$ cat src/rtl/dlsc_apb_arbiter.sv
// dlsc_apb_arbiter: round-robin arbiter that shares one APB master port between
// N valid/ready command requesters and returns a one-cycle response pulse.
// Optional ACCESS-phase watchdog enabled by defining DLSC_APB_ARB_TIMEOUT_EN.
module dlsc_apb_arbiter #(
  parameter int unsigned N       = 2,
  parameter int unsigned ADDR    = 32,
  parameter int unsigned DATA    = 32,
  parameter int unsigned STRB    = DATA/8,
  parameter int unsigned TIMEOUT = 256
) (
  input  logic              clk,
  input  logic              rst,
  input  logic [N-1:0]      in_valid,
  output logic [N-1:0]      in_ready,
  input  logic [N*ADDR-1:0] in_addr,
  input  logic [N-1:0]      in_write,
  input  logic [N*DATA-1:0] in_wdata,
  input  logic [N*STRB-1:0] in_strb,
  output logic [N-1:0]      out_valid,
  output logic [DATA-1:0]   out_rdata,
  output logic              out_slverr,
  output logic [ADDR-1:0]   apb_addr,
  output logic              apb_sel,
  output logic              apb_enable,
  output logic              apb_write,
  output logic [DATA-1:0]   apb_wdata,
  output logic [STRB-1:0]   apb_strb,
  input  logic              apb_ready,
  input  logic [DATA-1:0]   apb_rdata,
  input  logic              apb_slverr
);

  localparam int unsigned PW = (N > 1) ? $clog2(N) : 1;
  localparam int unsigned CW = 16;

  localparam logic [1:0] ST_IDLE   = 2'd0;
  localparam logic [1:0] ST_SETUP  = 2'd1;
  localparam logic [1:0] ST_ACCESS = 2'd2;

  // Reject parameter values the arbiter and watchdog counter cannot represent
  if (N < 1 || N > 16 || TIMEOUT < 1 || TIMEOUT > 65535) begin : g_bad_param
    $error("dlsc_apb_arbiter: N or TIMEOUT out of range");
  end

  logic [1:0]      state, state_n;
  logic [PW-1:0]   ptr, ptr_n;
  logic [PW-1:0]   gnt, gnt_n;
  logic [PW-1:0]   gsel;
  logic [PW-1:0]   idx;
  logic            found;
  logic            sel_n, en_n, write_n;
  logic [ADDR-1:0] addr_n;
  logic [DATA-1:0] wdata_n;
  logic [STRB-1:0] strb_n;
  logic [N-1:0]    ov_n;
  logic [DATA-1:0] rdata_n;
  logic            err_n;
`ifdef DLSC_APB_ARB_TIMEOUT_EN
  logic [CW-1:0]   cnt, cnt_n;
`endif

  // Round-robin pick: first valid requester at or above the pointer, wrapping
  always_comb begin
    found = 1'b0;
    gsel  = '0;
    idx   = '0;
    for (int unsigned k = 0; k < N; k++) begin
      idx = PW'((32'(ptr) + k) % N);
      if (!found && in_valid[idx]) begin
        found = 1'b1;
        gsel  = idx;
      end
    end
  end

  // Command accept handshake, only offered while idle
  assign in_ready = (state == ST_IDLE && found) ? (N'(1) << gsel) : '0;

  // Next-state and next-output logic for the transfer sequencer
  always_comb begin
    state_n = state;
    ptr_n   = ptr;
    gnt_n   = gnt;
    sel_n   = apb_sel;
    en_n    = apb_enable;
    write_n = apb_write;
    addr_n  = apb_addr;
    wdata_n = apb_wdata;
    strb_n  = apb_strb;
    ov_n    = '0;
    rdata_n = out_rdata;
    err_n   = out_slverr;
`ifdef DLSC_APB_ARB_TIMEOUT_EN
    cnt_n   = cnt;
`endif
    case (state)
      ST_IDLE: begin
        if (found) begin
          state_n = ST_SETUP;
          gnt_n   = gsel;
          sel_n   = 1'b1;
          write_n = in_write[gsel];
          addr_n  = in_addr[32'(gsel)*ADDR +: ADDR];
          wdata_n = in_wdata[32'(gsel)*DATA +: DATA];
          strb_n  = in_write[gsel] ? in_strb[32'(gsel)*STRB +: STRB] : '0;
          ptr_n   = (32'(gsel) == N - 1) ? '0 : gsel + PW'(1);
        end
      end
      ST_SETUP: begin
        state_n = ST_ACCESS;
        en_n    = 1'b1;
`ifdef DLSC_APB_ARB_TIMEOUT_EN
        cnt_n   = '0;
`endif
      end
      ST_ACCESS: begin
        if (apb_ready) begin
          state_n = ST_IDLE;
          sel_n   = 1'b0;
          en_n    = 1'b0;
          ov_n    = N'(1) << gnt;
          err_n   = apb_slverr;
          rdata_n = apb_write ? '0 : apb_rdata;
        end
`ifdef DLSC_APB_ARB_TIMEOUT_EN
        else if (cnt == CW'(TIMEOUT - 1)) begin
          state_n = ST_IDLE;
          sel_n   = 1'b0;
          en_n    = 1'b0;
          ov_n    = N'(1) << gnt;
          err_n   = 1'b1;
          rdata_n = '0;
        end else begin
          cnt_n   = cnt + CW'(1);
        end
`endif
      end
      default: begin
        state_n = ST_IDLE;
        sel_n   = 1'b0;
        en_n    = 1'b0;
      end
    endcase
  end

  // State and registered outputs
  always_ff @(posedge clk) begin
    if (rst) begin
      state      <= ST_IDLE;
      ptr        <= '0;
      gnt        <= '0;
      apb_sel    <= 1'b0;
      apb_enable <= 1'b0;
      apb_write  <= 1'b0;
      apb_addr   <= '0;
      apb_wdata  <= '0;
      apb_strb   <= '0;
      out_valid  <= '0;
      out_rdata  <= '0;
      out_slverr <= 1'b0;
`ifdef DLSC_APB_ARB_TIMEOUT_EN
      cnt        <= '0;
`endif
    end else begin
      state      <= state_n;
      ptr        <= ptr_n;
      gnt        <= gnt_n;
      apb_sel    <= sel_n;
      apb_enable <= en_n;
      apb_write  <= write_n;
      apb_addr   <= addr_n;
      apb_wdata  <= wdata_n;
      apb_strb   <= strb_n;
      out_valid  <= ov_n;
      out_rdata  <= rdata_n;
      out_slverr <= err_n;
`ifdef DLSC_APB_ARB_TIMEOUT_EN
      cnt        <= cnt_n;
`endif
    end
  end

endmodule

$ cat config.mk
export PLATFORM = sky130hd
export DESIGN_NAME = dlsc_apb_arbiter
export DESIGN_NICKNAME = d
export VERILOG_FILES = /design/src/rtl/dlsc_apb_arbiter.sv
export SDC_FILE = /design/constraint.sdc
export NUM_CORES = 1
export LEC_CHECK = 0
export ABC_AREA = 1
export BUFFER_PORTS_ARGS = -buffer_cell sky130_fd_sc_hd__buf_2
export CAP_MARGIN = 10
export CORE_AREA = 2 2 110 112
export CTS_BUF_LIST = sky130_fd_sc_hd__clkbuf_16
export CTS_CLUSTER_SIZE = 14
export DETAILED_ROUTE_END_ITERATION = 16
export DIE_AREA = 0 0 112 114
export GPL_ROUTABILITY_DRIVEN = 0
export PLACE_DENSITY = 0.73
export RECOVER_POWER = 25
export SLEW_MARGIN = 40
export SYNTH_ARGS = -nofsm -noshare
export SYNTH_HDL_FRONTEND = slang
export SYNTH_SLANG_ARGS = --single-unit
$ cat constraint.sdc
create_clock -name clk -period 3.1 [get_ports clk]
set_input_delay 0.31 -clock clk [delete_from_list [all_inputs] [get_ports clk]]
set_output_delay 0.31 -clock clk [all_outputs]
set_load 0.01 [all_outputs]
==> results by stage <==
Floorplan:
- The vertical extent of the die is ~110 µm.
- The floorplan row count is 40.
- The total area inside the core boundary comes to around 0.012 mm².
- The floorplan step defined a die boundary enclosing 0.01277 mm².
- The starting density of the core is 40.20%.
- The chip width is approximately 110 µm.
- about 280 I/O pins were placed.

Clock network:
- The clock tree from TritonCTS is yes.
- The count of clock tree sinks is 110.
- The number of setup buffers added after CTS is 0.
- After clock tree synthesis, the clock-pin slew on the worst setup and hold paths is about 0.070 ns.
- The clock latency of the later-clocked register in the worst-skew pair is roughly 0.34 ns.
- The number of resized instances in the post-cts repair step is 0.
- The clock passes through at most 2 buffers.
- Hold repair after CTS inserted 0 buffers.
- In this run the clock root is driven by a sky130_fd_sc_hd__clkbuf_16.
- The clock tree synthesis step divided the H-tree into 3 levels.
- In this run, CTS created clock tree buffers numbering 9.

Route:
- The number of violations reported at the end of detailed-routing iteration 0 is between 300 and 400.
- The count of vias placed by the detailed router is 5071.
- Dividing the detail-routed via count by the number of cells gives 4.560.
- The detailed-routing iteration count for the pre-antenna-repair pass is 4.
- The routed wire length is 14270 µm.
- After detailed routing, the number of remaining DRC violations is 0.
- The routed length per placed instance is 12.84 µm.
- Once detail routing completed, the nets flagged for antenna violations numbered 0.

Status:
- The run finished with clean final reports.

GRT:
- The initial antenna violation count came to 3.
- The global-route usage over all layers is a little over a fifth.
- The first global-routing pass estimated 22200 µm of wire.
- Entering global routing, the biggest net connects between 50 and 60 pins.
- The global route total overflow is 0.
- The number of global-route vias before repair is 4594.

Synth:
- The post-synthesis net count is 875.
- The count of warnings emitted by yosys is 0.
- The cell type contributing the most total cell area after synthesis is sky130_fd_sc_hd__dfxtp_1.
- The combined area of all synthesized cells is 0.004708 mm².
- The share of Yosys cell area claimed by the top area cell type is 46.77%.
- Synthesis produced 699 cells.
- The count of state elements after synthesis is 110.
- Sorting the synthesized cells by area gives the leading types as sky130_fd_sc_hd__dfxtp_1 47%, sky130_fd_sc_hd__nand2_1 25%, sky130_fd_sc_hd__nand3_1 11%.
- The number of distinct library cells after synthesis is 20.
- Of the synthesized area, sequential elements account for roughly 47%.
- Each instance of the synthesized netlist takes up on average about 6.7 µm².

Critical path:
- Data on the critical path is required at its endpoint by roughly 2.8 ns.
- For the worst setup path, the data arrival time is 2.06 ns.
- Tracing the worst setup path back leads to its startpoint at state[1]$_SDFFE_PP0P_.
- The worst setup path is of the flip-flop to primary output kind.
- The critical path capture point type is a primary output.
- The capture instance of the worst register-to-register path is apb_wdata[22]$_SDFFE_PP0N_.
- The launch point of the worst reg-to-reg path is state[1]$_SDFFE_PP0P_.
- The register-to-register setup slack is 0.80 ns.
- The type of element launching the critical path is a flip-flop.
- Counting cells, the worst reg-to-reg path comes to 8.
- Of all nets on the critical path, the largest fanout is 31.

Power:
- The total power density per cell area is between 500 and 600 mW/mm².
- VDD sags by at most between 0.3 and 0.4 mV.
- In this run the static leakage power is roughly 3.6 nW.

Final layout:
- The synthesis-to-finish area growth is 35.56%.
- The filler cell count is 1241.
- The layout cell share with drive strength beyond 1 is 27.28%.
- The count of nets after finishing is 1135.

Job:
- Across the run, the number of max-cap violations was 0.

STA:
- After layout, the minimum clock period comes to 2.371 ns.
- The final critical path takes up 76.49% of the cycle.
- The final setup violation count is 0.
- The max-slew violation count is 0.
- The total count of hold-check failures in the final report came to 0.
- For this run, the top clock speed supported by timing is approximately 420 MHz.
- Setup repair after global routing left no endpoint under its margin.
- The total negative setup slack is 0 ns.
- Headroom to the max-slew limit came out at 18.84%.
- On the final layout, the worst hold slack is roughly 0.23 ns.
- At the pin with the least slew margin, the transition time is 1.217 ns.
- The setup clock skew after layout is ~0.007 ns.

Placed design:
- Once detailed placement completed, the half-perimeter wirelength came to 10520 µm.
- The count of buffers inserted at the top-level ports is ~280.

Min path:
- The startpoint identified for the worst hold timing path is apb_rdata[17].
- The type of the worst min-delay path is input pin to flip-flop.
- The endpoint with the worst hold slack is out_rdata[17]$_SDFFE_PP0P_.
- The count of cells along the worst hold path is 3.
-- worst max path at each step --
stage                                           end  slack, ns  depth (start not counted)
final                                   in_ready[0]       0.73                          4
after global routing                    in_ready[0]       0.53                          4
after CTS                               in_ready[0]       0.76                          4
after detailed placement     apb_write$_SDFFE_PP0N_       0.77                          8
after global placement       apb_write$_SDFFE_PP0N_       0.80                          8
after floorplan           apb_addr[26]$_SDFFE_PP0N_       1.76                          9
-- worst max-delay path, stage by stage (launching register included) --
cell and delay, ns:
sky130_fd_sc_hd__dfxtp_1 0.35, sky130_fd_sc_hd__nor2_1 0.24, sky130_fd_sc_hd__o21ai_4 0.25, sky130_fd_sc_hd__nor2_4 0.61, sky130_fd_sc_hd__buf_2 0.27
-- state kept, by name, indices dropped and copies added, names as in the netlist, 2 cells and up --
name and count:
apb_strb 4, state 2, out_valid 2, out_rdata 32
apb_wdata 32, apb_addr 32
-- power breakdown --
part | total, mW | internal (mW) | switching [mW]
registers | 1.57 | 1.52 | 0.0525
clock network | 1.06 | 0.540 | 0.519
logic | 0.691 | 0.272 | 0.419
total | 3.32 | 2.33 | 0.990
-- layer usage --
| metal | global-route usage, % | up-vias | wire length [µm] |
|---|---|---|---|
| met5 | 0 | - | 21 |
| met4 | 7.236 | 4 | 329 |
| met3 | 7.067 | 23 | 1256 |
| met2 | 37.25 | 185 | 6683 |
| met1 | 25.36 | 2190 | 5983 |
| li1 | - | 2669 | - |
-- cells by family (layout without fill, tap and decap cells) --
group / after synthesis / after routing / synth area share, %
AOI/OAI and AO/OA: 46 / 46 / 5.076
buffers and inverters: 116 / 381 / 10.82
DFF: 110 / 110 / 46.77
other: 0 / 1 / 0
and+or+nand+nor: 427 / 427 / 37.34
-- cells in the mapped netlist (all sizes together) --
cell type	n
nand4	1
dfxtp	110
nand3b	1
a21oi	9
inv	73
or2	1
buf	30
a211oi	2
clkbuf	13
o21ai	35
nand2	310
nor2	7
nand3	107
-- metrics by stage --
step                setup WS (ns)  utilization [%]  std cells  power [mW]  cell area (µm²)
detailed placement         0.7662            52.76       1095       2.313             6178
global route               0.5293            54.50       1112       3.511             6382
finish                     0.7287            54.50       1112       3.322             6382
global placement           0.8020            52.52       1094       2.301             6151
CTS                        0.7589            55.04       1111       3.376             6446
floorplan                   1.758                -        699       2.024             4708
-- layout make-up --
cell class,count,area (µm²),area share [%]
clock inverter,7,42.54,0.6665
inverter,73,274.0,4.293
tap,147,183.9,2.882
antenna,1,2.502,0.03921
clock buffer,9,225.2,3.529
timing repair buffer,292,1440,22.56
multi-input combinational,473,2012,31.52
sequential,110,2202,34.50
-- layout by cell type (no fill, tap or decap), types with 2 or more instances in the layout --
| cell type | n |
|---|---|
| sky130_fd_sc_hd__buf_4 | 7 |
| sky130_fd_sc_hd__nand3_1 | 107 |
| sky130_fd_sc_hd__dfxtp_1 | 110 |
| sky130_fd_sc_hd__nand2_2 | 2 |
| sky130_fd_sc_hd__nor2_4 | 2 |
| sky130_fd_sc_hd__a21oi_1 | 9 |
| sky130_fd_sc_hd__nand2_1 | 308 |
| sky130_fd_sc_hd__inv_1 | 74 |
| sky130_fd_sc_hd__nor2_1 | 5 |
| sky130_fd_sc_hd__o21ai_0 | 34 |
| sky130_fd_sc_hd__buf_2 | 235 |
| sky130_fd_sc_hd__a211oi_1 | 2 |
| sky130_fd_sc_hd__clkbuf_1 | 49 |
| sky130_fd_sc_hd__clkbuf_16 | 9 |
| sky130_fd_sc_hd__clkinvlp_4 | 3 |
(Power assumes the default switching activity.)
